--- src/rtl/instr_fetch.sv ---
// instr_fetch: instruction fetch unit with a small prefetch buffer.
//
// Issues sequential word-address reads to a 1-cycle-latency instruction
// memory. Each response is queued together with its address and presented
// to the CPU through a valid/ready handshake. The CPU can redirect the fetch
// stream (branch/jump) or stall new fetches with a level-sensitive halt.
//
// Ports:
//   clk            - clock, rising edge
//   rst_n          - asynchronous active-low reset
//   imem_en        - memory read request this cycle
//   imem_addr      - word address of the request
//   imem_data      - read data, valid the cycle after imem_en
//   out_valid      - out_instr/out_pc hold a fetched instruction
//   out_ready      - CPU accepts the head instruction this cycle
//   out_instr      - instruction at the buffer head
//   out_pc         - address of out_instr
//   redirect_valid - CPU takes a branch/jump
//   redirect_pc    - branch/jump target
//   halt           - stop issuing new fetches (level)
module instr_fetch #(
    parameter int ADDR_W = 8,
    parameter int DATA_W = 32,
    parameter int DEPTH  = 4
) (
    input  logic              clk,
    input  logic              rst_n,
    output logic              imem_en,
    output logic [ADDR_W-1:0] imem_addr,
    input  logic [DATA_W-1:0] imem_data,
    output logic              out_valid,
    input  logic              out_ready,
    output logic [DATA_W-1:0] out_instr,
    output logic [ADDR_W-1:0] out_pc,
    input  logic              redirect_valid,
    input  logic [ADDR_W-1:0] redirect_pc,
    input  logic              halt
);

    localparam int PW = (DEPTH > 1) ? $clog2(DEPTH) : 1;
    localparam int CW = $clog2(DEPTH + 1);
    localparam int OW = CW + 1;

    typedef enum logic [1:0] {
        RUN,
        HALT,
        REDIR
    } state_t;

    state_t            state, state_n;
    logic [ADDR_W-1:0] pc, pc_n;
    logic [ADDR_W-1:0] req_addr;
    logic              inflight;
    logic [CW-1:0]     count;
    logic [PW-1:0]     rd_ptr, wr_ptr;
    logic [DATA_W-1:0] buf_instr [DEPTH];
    logic [ADDR_W-1:0] buf_pc    [DEPTH];
    logic [OW-1:0]     occupancy;
    logic              fetch;
    logic              push, pop;

    // Buffered entries plus the outstanding response; a request is only
    // issued when a slot is guaranteed for its data, so no overflow.
    assign occupancy = OW'(count) + OW'(inflight);

    always_comb begin
        state_n = state;
        pc_n    = pc;
        fetch   = 1'b0;
        if (redirect_valid) begin
            state_n = REDIR;
            pc_n    = redirect_pc;
        end else begin
            case (state)
                RUN: begin
                    fetch = (occupancy < OW'(DEPTH));
                    if (halt) state_n = HALT;
                end
                HALT: begin
                    if (!halt) state_n = RUN;
                end
                REDIR: begin
                    state_n = halt ? HALT : RUN;
                end
                default: state_n = RUN;
            endcase
            if (fetch) pc_n = pc + ADDR_W'(1);
        end
    end

    // The register state already sits at its reset values while rst_n is
    // low, but the request strobe is combinational, so gate it explicitly.
    assign imem_en   = fetch & rst_n;
    assign imem_addr = pc;

    // A response arriving alongside a redirect belongs to the old stream.
    assign push = inflight & ~redirect_valid;
    assign pop  = out_valid & out_ready;

    always_ff @(posedge clk or negedge rst_n) begin
        if (!rst_n) begin
            state    <= RUN;
            pc       <= '0;
            req_addr <= '0;
            inflight <= 1'b0;
            count    <= '0;
            rd_ptr   <= '0;
            wr_ptr   <= '0;
        end else begin
            state    <= state_n;
            pc       <= pc_n;
            inflight <= imem_en;
            if (imem_en) req_addr <= pc;
            if (redirect_valid) begin
                count  <= '0;
                rd_ptr <= '0;
                wr_ptr <= '0;
            end else begin
                if (push) wr_ptr <= wr_ptr + PW'(1);
                if (pop)  rd_ptr <= rd_ptr + PW'(1);
                count <= count + CW'(push) - CW'(pop);
            end
        end
    end

    always_ff @(posedge clk) begin
        if (push) begin
            buf_instr[wr_ptr] <= imem_data;
            buf_pc[wr_ptr]    <= req_addr;
        end
    end

    assign out_valid = (count != '0);
    assign out_instr = out_valid ? buf_instr[rd_ptr] : '0;
    assign out_pc    = out_valid ? buf_pc[rd_ptr]    : '0;

endmodule

--- config.mk ---
export PLATFORM = sky130hd
export DESIGN_NAME = instr_fetch
export DESIGN_NICKNAME = d
export VERILOG_FILES = /design/src/rtl/instr_fetch.sv
export SDC_FILE = /design/constraint.sdc
export NUM_CORES = 1
export LEC_CHECK = 0
export ABC_AREA = 0
export ABC_CLOCK_PERIOD_IN_PS = 3000
export BUFFER_PORTS_ARGS = -buffer_cell sky130_fd_sc_hd__buf_2
export CORE_ASPECT_RATIO = 1.5
export CORE_UTILIZATION = 35
export DETAILED_ROUTE_END_ITERATION = 7
export SLEW_MARGIN = 40
export SYNTH_ARGS = -nofsm -noshare
export SYNTH_HDL_FRONTEND = slang
export SYNTH_SLANG_ARGS = --single-unit
--- constraint.sdc ---
create_clock -name clk -period 3 [get_ports clk]
set_input_delay 0.3 -clock clk [delete_from_list [all_inputs] [get_ports clk]]
set_output_delay 0.3 -clock clk [all_outputs]
set_load 0.02 [all_outputs]
# ---- Word-level counts from Yosys, hierarchy flattened
# Memories as Yosys holds them, arrays and structs flattened.
# Index checks and enable logic that the tools add are counted.
dict set report totals {
  reg_bits 26
  ram_bits 160
  output_inout_bits 50
  wordCells 49
  n_memories 2
}
dict set report classes {
  addsub 6
  order_cmp 1
  n_eq_ne 4
  mux 19
  n_bitwise 4
  n_reduce_logical 6
}
# memory words word_bits rd rd_ports_with_merged_regs write_ports line_no
set memory_table {}
lappend memory_table {buf_instr 4 32 1 0 1 56} ;# logic [DATA_W-1:0] buf_instr [DEPTH];
lappend memory_table {buf_pc 4 8 1 0 1 57} ;# logic [ADDR_W-1:0] buf_pc [DEPTH];
# cell count
set ops {}
lappend ops {{$mux W32} 1}
lappend ops {{$mux W8} 3}
lappend ops {{$mux W2} 7}
lappend ops {{$add A8 B1 Y8 const B} 1}
lappend ops {{$mux W1} 6}
lappend ops {{$ne A3 B3 Y1 const B} 2}
lappend ops {{$pmux W2 S3} 1}
lappend ops {{$reduce_bool A2 Y1} 3}
lappend ops {{$add A2 B1 Y2 const B} 2}
lappend ops {{$add A3 B1 Y4} 1}
lappend ops {{$lt A4 B3 Y1 const B} 1}
lappend ops {{$add A3 B1 Y3} 1}
lappend ops {{$and A1 B1 Y1} 3}
lappend ops {{$mux W3} 1}
lappend ops {{$reduce_bool A3 Y1} 1}
lappend ops {{$sub A3 B1 Y3} 1}
lappend ops {{$eq A2 B1 Y1 const B} 1}
lappend ops {{$eq A2 B2 Y1 const B} 1}
lappend ops {{$logic_not A2 Y1} 1}
lappend ops {{$reduce_and A2 Y1} 1}
lappend ops {{$not A1 Y1} 1}

# ---- Depth between registers and ports, before layout
dict set report depth {
  depth_word 6
  ltp_mapped 10
  ltp_nobuf 9
}

# ---- Least setup slack after synthesis
# OpenSTA, ideal clock, no wires.
dict set report synth_path {
  path_kind {reg2reg}
  startpoint {reg count[1]}
  endpoint {reg count[2]}
  arrival_time_ns 2.137
  required_ns 2.868
  slack_ns 0.731
  stages_incl_launch_ff 11
  synth_period_minus_slack_ns 2.269
  path_cell_list {dfrtp_1 or3_1 clkbuf_1 and2_1 ha_1 inv_1 ha_1 inv_1 fa_1 xnor2_1 nor2_1}
}
dict set report synth_between {
  elab_chain_len 4
  elab_cells_between_ends 5
  cone_classes {add/sub (2); mux (1); bitwise (1); reduce/logical (1)}
}
# item line_no
set synth_lines {}
lappend synth_lines {{start: declaration} 54} ;# logic [CW-1:0] count;
lappend synth_lines {{start signal: assignment} 121} ;# count <= count + CW'(push) - CW'(pop);
lappend synth_lines {{parallel branches: the longest is 2 deep, another holds $add A3 B1 Y3} --}
lappend synth_lines {{$sub A3 B1 Y3 (*)} 121}
lappend synth_lines {{$mux W3 (*)} 114} ;# if (redirect_valid) begin
# Every way passes the cells marked *.
# A chain may end at the register's enable or synchronous reset.

# ---- Worst setup path after layout
dict set report layout_path {
  startpoint {reg count[1]}
  endpoint {out imem_en}
}
dict set report layout_between {
  elab_chain_len 6
}
# item line_no
set layout_lines {}
lappend layout_lines {{$add A3 B1 Y4} 64} ;# assign occupancy = OW'(count) + OW'(inflight);
lappend layout_lines {{$lt A4 B3 Y1} 76} ;# fetch = (occupancy < OW'(DEPTH));
lappend layout_lines {{$mux W1} 74} ;# case (state)
lappend layout_lines {{$mux W1 (2 in series)} 70} ;# if (redirect_valid) begin
lappend layout_lines {{$and A1 B1 Y1} 93} ;# assign imem_en = fetch & rst_n;
lappend layout_lines {{end: declaration} 28} ;# output logic imem_en,
# Every way passes these cells. The select of a mux whose other input is x is not followed.

==> impl_results.md <==
- Status: finished clean
- Top cell family by delay on the critical path: compound AO/OA/AOI/OAI gates
- TritonCTS clock tree: done
- Fin cells: 757
- Worst R2R Start: count[1]
- Vias per cell: 4.87
- CP Buf/Inv Count: 2
- Post-Synthesis Cells: 377
- Die ar.: 21700 um^2
- Vias: 3690
- Share of the synthesized area in the top cell type: 0.650
- TritonCTS Buffers: 17
- Clk_lat worst skew: 420 ps
- Area of the multi-input gates: 1800 um^2
- Slew HR: 0.630
- Area delta synth->final: 19.7%
- # H-tree levels: 4
- FILL cells: 1787
- Setup-failing EPs final: 0
- Max-Cap Viols: 0
- Worst Setup EP: imem_en
- Tot GR Track Use: 0.136
- Nets: 533
- Post-synthesis register bit count: 186
- TNS Setup: 0 ps
- Core Region: 20600 um^2
- Rows: 64
- Startpoint Class: register
- Fmax: 353 MHz
- Drt initial violations: 240
- DP HPWL: 8.58 mm
- Yosys warns: 0
- Min Tclk post-route: 2830 ps
- DR WL/cell: 18.3 um
- Final GP Congestion: 0.777
- Drt first pass iters: 4
- CP Depth: 6
- Hold crit path type: primary input to register
- Total wire length: 13.9 mm
- Die Height: 180 um
- RSZ-0062 raised after global routing: false
- CP Capture Type: primary output
- CP required: 2700 ps
- Reg2reg end: count[2]
- Post-synthesis cell type count: 34
- Port bufs: 94
- Worst-path maximum fanout: 9
- Crit path DAT: 2530 ps
- FF/Latch Area: 5460 um^2
- Total congestion overflow: 0
- DP Cell Count: 723
- Lkg Pwr: 0.00317 uW
- R2r worst-path depth: 9
- # IOs: 95
- Post-Synthesis Cell Area: 7390 um^2
- Drt drc: 0
- Synthesized area per cell: 19.6 um^2
- Hold Vio Cnt, Final: 0
- Share of cells above drive strength 1: 0.388
- Largest net degree at the start of global routing: 43
- Area contributors post-synth: edfxtp_1 (65%), mux4_2 (12%), dfrtp_1 (8.8%)
- Crit path largest cell delay: 520 ps
- Clk pin slew, worst setup/hold paths: 70 ps
- Worst hold stages: 3
- Syn nets: 431
- Slew Viols, Final: 0
- Worst Tran Pin Value: 552 ps
- Power per cell area: 847 nW/um^2
- Starting Density: 0.359
- Hold slack final: 86.8 ps
- Clock Skews: 7.49 ps
- Initial antenna violation count: 1
- Critical path launch point: count[1]
- Post-route ant nets: 0
- CP Class: register to primary output
- Synth area leader: edfxtp_1
- CTS Sinks: 186
- Sequential area share after synthesis: 0.738
- Final Cycle Share: 0.944
- Die width: 121 um
- Deepest clock path buffer count: 2
- Reg2Reg Setup Slack: 630 ps
- Slowest cell on crit path: or3b_4
- Peak VDD IR: 0.382 mV
- CP cell instances: ha_1 > a311o_1 > a21o_1 > or3b_4 > inv_1 > buf_2
- First-pass GRT wire length: 21.8 mm
- Root Buffer Master: clkbuf_16
- Vias in the first global route: 3918
worst min-delay path, cell delays in order:
cell      delay (ps)
buf_2             90
inv_1             40
a211oi_1          40
synthesized netlist by cell type:
library cell,n
mux4_2,40
buf_1,4
o31a_1,2
and3_1,1
a211o_1,1
nor4_1,1
edfxtp_1,160
a211oi_1,3
o21ai_0,6
xor2_1,2
nand3_1,4
nand4_1,3
mux2_4,8
a31o_2,1
inv_1,8
dfrtp_1,26
and2_1,46
nand2b_1,2
fa_1,1
nor2b_1,4
buf_2,4
a21o_1,1
or3_1,1
a21oi_1,1
a311o_1,1
or4_1,2
clkbuf_1,11
nand2_1,7
buf_6,3
or3b_4,1
ha_1,8
nor2_1,7
mux2i_1,2
xnor2_1,5
report_power, final:
part           internal (uW)  switching, uW
registers               2980            218
logic                    922           1110
clock network           1310            942
total                   5220           2270
layout make-up:
class                      instances  area share
sequential                       186       0.618
multi-input combinational        161       0.204
timing repair buffer             105      0.0699
clock buffer                      18      0.0485
tap                              264      0.0374
clock inverter                    14      0.0194
inverter                           8     0.00340
antenna                            1    0.000283
registers in the layout (all words and copies together), names as in the netlist:
register   count
buf_pc        32
req_addr       8
imem_addr      8
rd_ptr         2
count          3
inflight       1
state          2
wr_ptr         2
buf_instr    128
timing repair:
item	CTS	global route
setup buffers	0	0
hold buffers	1	0
hold endpoints to repair	26	0
resized for setup	0	0
worst min path at each step:
| stage | start | slack [ps] | end |
|---|---|---|---|
| floorplan | rst_n | 4 | count[0] |
| global placement | rst_n | 350 | wr_ptr[0] |
| detailed placement | rst_n | 360 | wr_ptr[1] |
| CTS | redirect_pc[0] | 60 | imem_addr[0] |
| global route | imem_data[8] | 70 | buf_instr[2][8] |
| finish | halt | 90 | state[0] |
per-stage QoR:
| step | area, um^2 | util | power, uW | setup slack [ps] |
|---|---|---|---|---|
| 6_report | 8840 | 0.430 | 7490 | 167 |
| 5_1_grt | 8840 | 0.430 | 7840 | 40.6 |
| 4_1_cts | 8840 | 0.430 | 7600 | 144 |
| 3_5_place_dp | 8230 | 0.400 | 5350 | 632 |
| 3_3_place_gp | 8230 | 0.400 | 5310 | 657 |
| 2_1_floorplan | 7390 | - | 4630 | 731 |
placed cells by master (no fill, tap or decap), drive strengths merged, types with 2 or more instances in the layout:
cell        n
nand4       3
nand2       7
mux4       40
edfxtp    160
xnor2       5
clkinv      7
nor2b       4
and2       46
mux2i       2
clkbuf     18
nand2b      2
bufinv      3
dfrtp      26
nand3       4
o21ai       6
mux2        8
buf       104
clkinvlp    2
o31a        2
ha          8
nor2        7
inv        10
a211oi      3
or4         2
xor2        2
metal layers:
metal,global-route usage,up-vias,part of all wire
li1,-,1675,-
met1,0.161,1929,0.41
met2,0.237,76,0.54
met3,0.0343,10,0.040
met4,0.0504,0,0.012
met5,0,-,0
kinds of logic (layout without fill, tap and decap cells):
family | count (synthesis) | in the layout | share of synthesized area
AOI/OAI and AO/OA | 16 | 16 | 0.0149
xor gates and xnor gates | 7 | 7 | 0.00830
adders and majority gates | 9 | 9 | 0.0163
buffers and inverters | 30 | 145 | 0.0190
DFF | 186 | 186 | 0.738
muxes | 50 | 50 | 0.141
other | 0 | 1 | 0
and+or+nand+nor | 79 | 79 | 0.0625
(Power assumes the default switching activity.)
